File: src/rtl/pulse_train_gen.sv
// Purpose: pulse-train generator; a start pulse launches pulse_num pulses of high_len high / low_len low on sig.
// Latency: sig rises on the clock edge that samples start; done strobes the cycle after the final low phase.
// Backpressure: none; start is accepted only in IDLE (not queued), stop aborts from any state.
//
// Ports:
//   clk, rst                       clock and asynchronous active-high reset
//   start, stop                    launch / abort requests
//   high_len, low_len, pulse_num   train configuration, latched on an accepted start
//   sig, busy, done                registered waveform, train-active flag, end-of-train strobe
module pulse_train_gen #(
  parameter int CNT_W = 16
) (
  input  logic             clk,
  input  logic             rst,
  input  logic             start,
  input  logic             stop,
  input  logic [CNT_W-1:0] high_len,
  input  logic [CNT_W-1:0] low_len,
  input  logic [CNT_W-1:0] pulse_num,
  output logic             sig,
  output logic             busy,
  output logic             done
);

  typedef enum logic [1:0] {
    IDLE = 2'd0,
    HIGH = 2'd1,
    LOW  = 2'd2
  } state_t;

  localparam logic [CNT_W-1:0] ONE = {{(CNT_W-1){1'b0}}, 1'b1};

  state_t           state;
  logic [CNT_W-1:0] phase_cnt;
  logic [CNT_W-1:0] pulse_cnt;
  logic [CNT_W-1:0] high_q;
  logic [CNT_W-1:0] low_q;
  logic [CNT_W-1:0] num_q;

  // Zero lengths behave as one cycle, so the minimum waveform is 1 high / 1 low.
  logic [CNT_W-1:0] high_eff;
  logic [CNT_W-1:0] low_eff;
  assign high_eff = (high_len == '0) ? ONE : high_len;
  assign low_eff  = (low_len  == '0) ? ONE : low_len;

  // Pulse counter may wrap in continuous mode; it is only compared when num_q != 0.
  logic [CNT_W-1:0] pulse_nxt;
  logic             last_pulse;
  assign pulse_nxt  = pulse_cnt + ONE;
  assign last_pulse = (num_q != '0) && (pulse_nxt == num_q);

  always_ff @(posedge clk or posedge rst) begin
    if (rst) begin
      state     <= IDLE;
      sig       <= 1'b0;
      busy      <= 1'b0;
      done      <= 1'b0;
      phase_cnt <= '0;
      pulse_cnt <= '0;
      high_q    <= '0;
      low_q     <= '0;
      num_q     <= '0;
    end else begin
      done <= 1'b0;
      case (state)
        IDLE: begin
          // stop in the same cycle as start suppresses the launch
          if (start && !stop) begin
            state     <= HIGH;
            sig       <= 1'b1;
            busy      <= 1'b1;
            phase_cnt <= high_eff - ONE;
            pulse_cnt <= '0;
            high_q    <= high_eff;
            low_q     <= low_eff;
            num_q     <= pulse_num;
          end
        end

        HIGH: begin
          if (stop) begin
            state <= IDLE;
            sig   <= 1'b0;
            busy  <= 1'b0;
            done  <= 1'b1;
          end else if (phase_cnt == '0) begin
            state     <= LOW;
            sig       <= 1'b0;
            phase_cnt <= low_q - ONE;
          end else begin
            phase_cnt <= phase_cnt - ONE;
          end
        end

        LOW: begin
          // stop takes priority, so a stop on the final cycle still gives a single done
          if (stop) begin
            state <= IDLE;
            sig   <= 1'b0;
            busy  <= 1'b0;
            done  <= 1'b1;
          end else if (phase_cnt == '0) begin
            pulse_cnt <= pulse_nxt;
            if (last_pulse) begin
              state <= IDLE;
              busy  <= 1'b0;
              done  <= 1'b1;
            end else begin
              state     <= HIGH;
              sig       <= 1'b1;
              phase_cnt <= high_q - ONE;
            end
          end else begin
            phase_cnt <= phase_cnt - ONE;
          end
        end

        default: begin
          state <= IDLE;
          sig   <= 1'b0;
          busy  <= 1'b0;
        end
      endcase
    end
  end

endmodule

File: config.mk
export PLATFORM = sky130hd
export DESIGN_NAME = pulse_train_gen
export DESIGN_NICKNAME = d
export VERILOG_FILES = /design/src/rtl/pulse_train_gen.sv
export SDC_FILE = /design/constraint.sdc
export NUM_CORES = 1
export LEC_CHECK = 0
export BUFFER_PORTS_ARGS = -buffer_cell sky130_fd_sc_hd__buf_4
export CORE_MARGIN = 1.5
export CORE_UTILIZATION = 55
export CTS_BUF_LIST = sky130_fd_sc_hd__clkbuf_16
export DETAILED_ROUTE_END_ITERATION = 6
export PLACE_DENSITY = 0.82
export SLEW_MARGIN = 10
export SYNTH_ARGS = -nofsm -noshare
export SYNTH_HDL_FRONTEND = slang
export SYNTH_SLANG_ARGS = --single-unit
export TNS_END_PERCENT = 30
File: constraint.sdc
create_clock -name clk -period 3.2 [get_ports clk]
set_clock_uncertainty 0.15 [all_clocks]
set_input_delay 0.16 -clock clk [delete_from_list [all_inputs] [get_ports clk]]
set_output_delay 0.16 -clock clk [all_outputs]
set_load 0.01 [all_outputs]
After elaboration in Yosys (flattened, before gate mapping)
Index checks and enable logic that the tools add are counted.
{"block": "totals", "regBits": 85, "in_bits": 52, "out_inout_bits": 3, "wordCells": 80}
{"block": "classes", "add_sub_neg": 5, "eq_ne": 13, "mux": 37, "reduce_logical": 16}
{"operator": "$mux W16", "count": 11}
{"operator": "$sub A16 B1 Y16 const B", "count": 4}
{"operator": "$logic_not A16 Y1", "count": 3}
{"operator": "$pmux W16 S3", "count": 1}
{"operator": "$pmux W16 S2", "count": 1}
{"operator": "$add A16 B1 Y16 const B", "count": 1}
{"operator": "$eq A16 B16 Y1", "count": 1}
{"operator": "$reduce_bool A16 Y1", "count": 1}
{"operator": "$mux W1", "count": 15}
{"operator": "$ne A3 B3 Y1 const B", "count": 5}
{"operator": "$reduce_and A4 Y1", "count": 3}
{"operator": "$mux W2", "count": 5}
{"operator": "$ne A2 B2 Y1 const B", "count": 5}
{"operator": "$pmux W1 S3", "count": 2}
{"operator": "$pmux W2 S3", "count": 1}
{"operator": "$reduce_and A5 Y1", "count": 1}
{"operator": "$reduce_and A3 Y1", "count": 1}
{"operator": "$reduce_bool A3 Y1", "count": 1}
{"operator": "$eq A2 B1 Y1 const B", "count": 1}
{"operator": "$eq A2 B2 Y1 const B", "count": 1}
{"operator": "$logic_and A1 B1 Y1", "count": 2}
{"operator": "$logic_not A2 Y1", "count": 1}
{"operator": "$pmux W1 S2", "count": 1}
{"operator": "$reduce_and A2 Y1", "count": 1}
{"operator": "2 further kinds", "count": 2}

Logic depth before layout (Yosys ltp)
{"block": "logic_depth", "depth_word": 7, "depth_mapped": 11, "ltp_nobuf": 11}

Least setup slack after synthesis
OpenSTA, ideal clock, no wires.
{"block": "synth_path", "path_type": "reg-to-reg", "from": "reg pulse_cnt[0]", "to": "reg phase_cnt[1]", "setup_time_ns": 0.125, "arrival_time_ns": 2.894, "required_time_ns": 2.925, "slack_ns": 0.031, "path_stages_with_launch": 12, "n_path_buf": 3, "synth_period_minus_slack_ns": 3.169, "path_cell_list": "dfrtp_1 -> ha_1 -> nand3_1 -> buf_2 -> nor4_1 -> xnor2_1 -> o2111ai_1 -> a2111oi_4 -> a31o_1 -> buf_6 -> buf_12 -> mux2_4"}
{"block": "synth_between", "elab_chain_len": 5}
{"item": "start, declared", "line": "35", "text": "logic [CNT_W-1:0] pulse_cnt;"}
{"item": "start signal, assigned", "line": "103", "text": "pulse_cnt <= pulse_nxt;"}
{"item": "$add A16 B1 Y16", "line": "49", "text": "assign pulse_nxt = pulse_cnt + ONE;"}
{"item": "$eq A16 B16 Y1", "line": "50", "text": "assign last_pulse = (num_q != '0) && (pulse_nxt == num_q);"}
{"item": "$logic_and A1 B1 Y1", "line": "50"}
{"item": "$ne A3 B3 Y1 (no source line)"}
{"item": "$reduce_and A5 Y1 (no source line)"}
{"item": "end signal, assigned", "line": "72", "text": "phase_cnt <= high_eff - ONE;"}
{"item": "end signal, assigned", "line": "89", "text": "phase_cnt <= low_q - ONE;"}
{"item": "end signal, assigned", "line": "91", "text": "phase_cnt <= phase_cnt - ONE;"}
{"item": "end, declared", "line": "34", "text": "logic [CNT_W-1:0] phase_cnt;"}
Every way passes these cells.
A chain may end at the register's enable or synchronous reset.

Worst setup path in the final report
{"block": "layout_path", "from": "reg pulse_cnt[6]", "to": "reg phase_cnt[12]"}
The elaborated chain is that of the path after synthesis.

==> metrics.md <==
| Metric | Value |
|---|---|
| Syn Area/Cell | ~9.4 um2 |
| RR Endpoint | phase_cnt[12] |
| Mapped cell area | just under 6000 um2 |
| DRT Pass-1 Iters | 5 |
| CTS root buf | clkbuf_16 |
| Netlist cell types | 68 |
| Sw power | 2.43 mW |
| H-tree Lvls | 3 |
| Mux cell area share after synthesis | 0.122 |
| Hold Crit Depth | 3 |
| Die X | roughly 110 um |
| Vias | 5330 |
| GRT Total Usage | 0.305 |
| N_diodes | 0 |
| Switching share of power | 0.413 |
| Final hold violations | 0 |
| Compound-cell area share of the yosys netlist | 0.154 |
| Drt wl/cell | 18.4 um |
| Fin Setup TNS | 0 ns |
| Fraction of the mapped netlist area in adder cells | 0.0216 |
| Die Y | ~110 um |
| Setup CP Type | register to register |
| CTS buffer count | 9 |
| Outcome | finished clean |
| WL final | 15900 um |
| Worst Setup End Kind | register |
| Nets | between 700 and 800 |
| Final min period | just over 3 ns |
| DP Area | 6460 um2 |
| Vias in the first global route | 5464 |
| Slew headroom | 0.549 |
| Die Area | 11200 um2 |
| Final Cycle Share | 0.960 |
| Initial antenna violation count | 0 |
| CP arrival | 3.16 ns |
| Register area share after synthesis | 0.367 |
| Simple-Gate Fraction of Synth Area | 0.202 |
| Max Slew Vio Count | 0 |
| Pint | 3.46 mW |
| Hold Path End | high_q[1] |
| R2R depth | 9 |
| Clock power share | 0.161 |
| Comb pwr share | 0.484 |
| Xor/xnor share of the synthesized area | 0.0966 |
| Clk slew on worst S/H paths | 0.06 ns |
| Worst r2r src | pulse_cnt[6] |
| Clock sink count | 85 |
| Initial Util | 0.565 |
| Max-capacitance violation count | 0 |
| Core area | about 10000 um2 |
| Starting DRC count in detailed routing | 427 |
| Congestion Overflow GR | 0 |
| Post-route ant nets | 0 |
| Largest net degree at the start of global routing | between 40 and 50 |
| Worst vdd ir | 0.480 mV |
| Row count | 37 |
| CP Launch Type | register |
| Seq pwr share | 0.355 |
| R2R setup slack | 0.13 ns |
| CP max FO | 16 |
| # DRC | 0 |
| Syn Nets | 677 |
| Syn. warnings | 0 |
| Top FF cell, synth | dfrtp_1 |
| Largest family of logic cells by synthesized area | simple AND/OR/NAND/NOR gates |
| Clk buf depth | 2 |
| WHS | 0.00937 ns |
| Share of cells above drive strength 1 | 0.237 |
| Port Buf Inserts | 54 |
| TritonCTS clock tree | built |
| Power density over the cells | ~800 nW/um2 |
| Hold_sp | high_len[1] |
| EDFF count, synth | 0 |
| Hold Path Class | input pin to register |
| Syn Inst Count | 615 |
| FMAX | 0.325 GHz |
| DP HPWL | 11000 um |
| First-pass GRT wire length | 26900 um |
| Worst Path Required | 3.28 ns |
| Seq cells post-synth | 85 |
| Leak | 3.02 nW |
| Clk_lat worst skew | 0.35 ns |
| Drt via density | between 6 and 7 |
| Asr flop ratio synth | 1.00 |
| Synthesis-to-finish area growth | 25.3% |
| GP Congestion | 0.940 |
| Worst slew pin tran | around 0.68 ns |
| Top Ports | 55 |
| Final setup viols | 0 |
| Cell area after layout | 7270 um2 |
per-layer routing:
metal / part of all wire / vias up / wire, um / track usage
li1: - / 2491 / - / -
met5: 0 / - / 0 / 0
met2: 0.49 / 216 / 7860 / 0.510
met1: 0.41 / 2580 / 6560 / 0.383
met3: 0.062 / 43 / 994 / 0.0594
met4: 0.032 / 0 / 506 / 0.134
worst max path at each step:
stage	from	end	slack, ns	depth (start not counted)
final	pulse_cnt[6]	phase_cnt[12]	0.13	9
after global routing	high_len[11]	phase_cnt[14]	-0.02	13
after CTS	high_len[3]	phase_cnt[12]	0.01	13
after detailed placement	pulse_cnt[6]	phase_cnt[12]	0.1	9
after global placement	pulse_cnt[6]	phase_cnt[10]	0.14	9
after floorplan	pulse_cnt[0]	phase_cnt[1]	0.03	11
metrics by stage:
| step | worst slack (ns) | instances | utilization | power [mW] |
|---|---|---|---|---|
| CTS | 0.0135 | 864 | 0.702 | 5.84 |
| floorplan | 0.0306 | 615 | - | 4.05 |
| finish | 0.126 | 867 | 0.707 | 5.89 |
| global placement | 0.136 | 800 | 0.629 | 4.70 |
| global route | -0.0228 | 867 | 0.707 | 6.29 |
| detailed placement | 0.0955 | 800 | 0.629 | 4.81 |
kinds of logic (layout without fill, tap and decap cells):
group                    after synthesis  in the layout
multiplexers                          61             61
AND/OR/NAND/NOR                      215            215
buffers and inverters                 48            164
flip-flops                            85             85
XOR/XNOR                              64             64
adder cells (fa/ha/maj)               10             10
AO/OA/AOI/OAI                        132            132
cell type report:
type	instances	area, um2
clock inverters	6	32.5
repair buffers	132	1150
inverters	17	65.1
flip-flops and latches	85	2130
well taps	136	170
multi-input cells	482	3490
fillers	789	3010
clock buffers	9	225
power by group through the flow:
stage	combinational (mW)	sequential [mW]	clock, mW
2_1_floorplan	2.13	1.92	0
3_3_place_gp	2.65	2.05	0
3_5_place_dp	2.73	2.08	0
4_1_cts	2.80	2.07	0.967
5_1_grt	3.12	2.15	1.01
6_report	2.85	2.09	0.950
cells in the final DEF (no fill, tap or decap), types with 4 or more instances in the layout:
cell,instances
dfrtp_1,84
a22oi_1,9
or3_1,10
dlygate4sd3_1,49
nand3_1,12
nor3b_1,5
clkbuf_16,9
mux2_2,51
nand2b_1,9
xnor2_1,28
o22ai_1,4
mux2_4,7
a221oi_1,4
nor2_1,52
nor2b_1,5
o31ai_1,5
nor3_1,20
ha_1,10
xor2_1,36
a21oi_1,15
inv_1,17
o221ai_1,4
a31oi_1,6
o41ai_1,5
nor4_1,18
or4_1,6
nand2_1,42
buf_4,80
nand4_1,9
o21ai_0,48
worst max-delay path, stage by stage (launching register included):
cell and delay [ns]:
dfrtp_1 0.38, buf_4 0.16, or3b_1 0.37, a2111o_1 0.38, a311oi_2 0.26, o2111ai_1 0.24
a2111oi_4 0.25, a31o_1 0.23, buf_12 0.17, mux2_2 0.35
state kept, by name (all words and copies together) (netlist names):
signal and flops:
high_q 16, low_q 16, sig 1, num_q 16
busy 1, state 2, done 1, phase_cnt 16
pulse_cnt 16
synthesized netlist by cell type, drive strengths merged, types with 5 or more instances:
library cell	n	area [um2]
dfrtp	85	2130
mux2	58	679
nor2	52	195
o21ai	48	240
nand2	42	158
xor2	36	315
xnor2	28	245
clkbuf	23	86.3
nor3	21	116
nor4	20	146
inv	17	63.8
a21oi	15	75.1
nand3	13	65.1
ha	10	125
nand4	10	77.6
or3	10	62.6
a22oi	9	67.6
nand2b	9	56.3
buf	8	62.6
or4	8	63.8
a31oi	7	43.8
nor3b	7	57.6
o31ai	6	50.1
nor2b	5	31.3
o41ai	5	43.8
what timing repair did:
item | in CTS | in global routing
hold endpoints to repair | 79 | 0
setup buffers | 0 | 3
resized for setup | 0 | 7
hold buffers | 49 | 0
setup endpoints to repair | 0 | 14
Note: power is estimated with default switching activity, not from simulation.
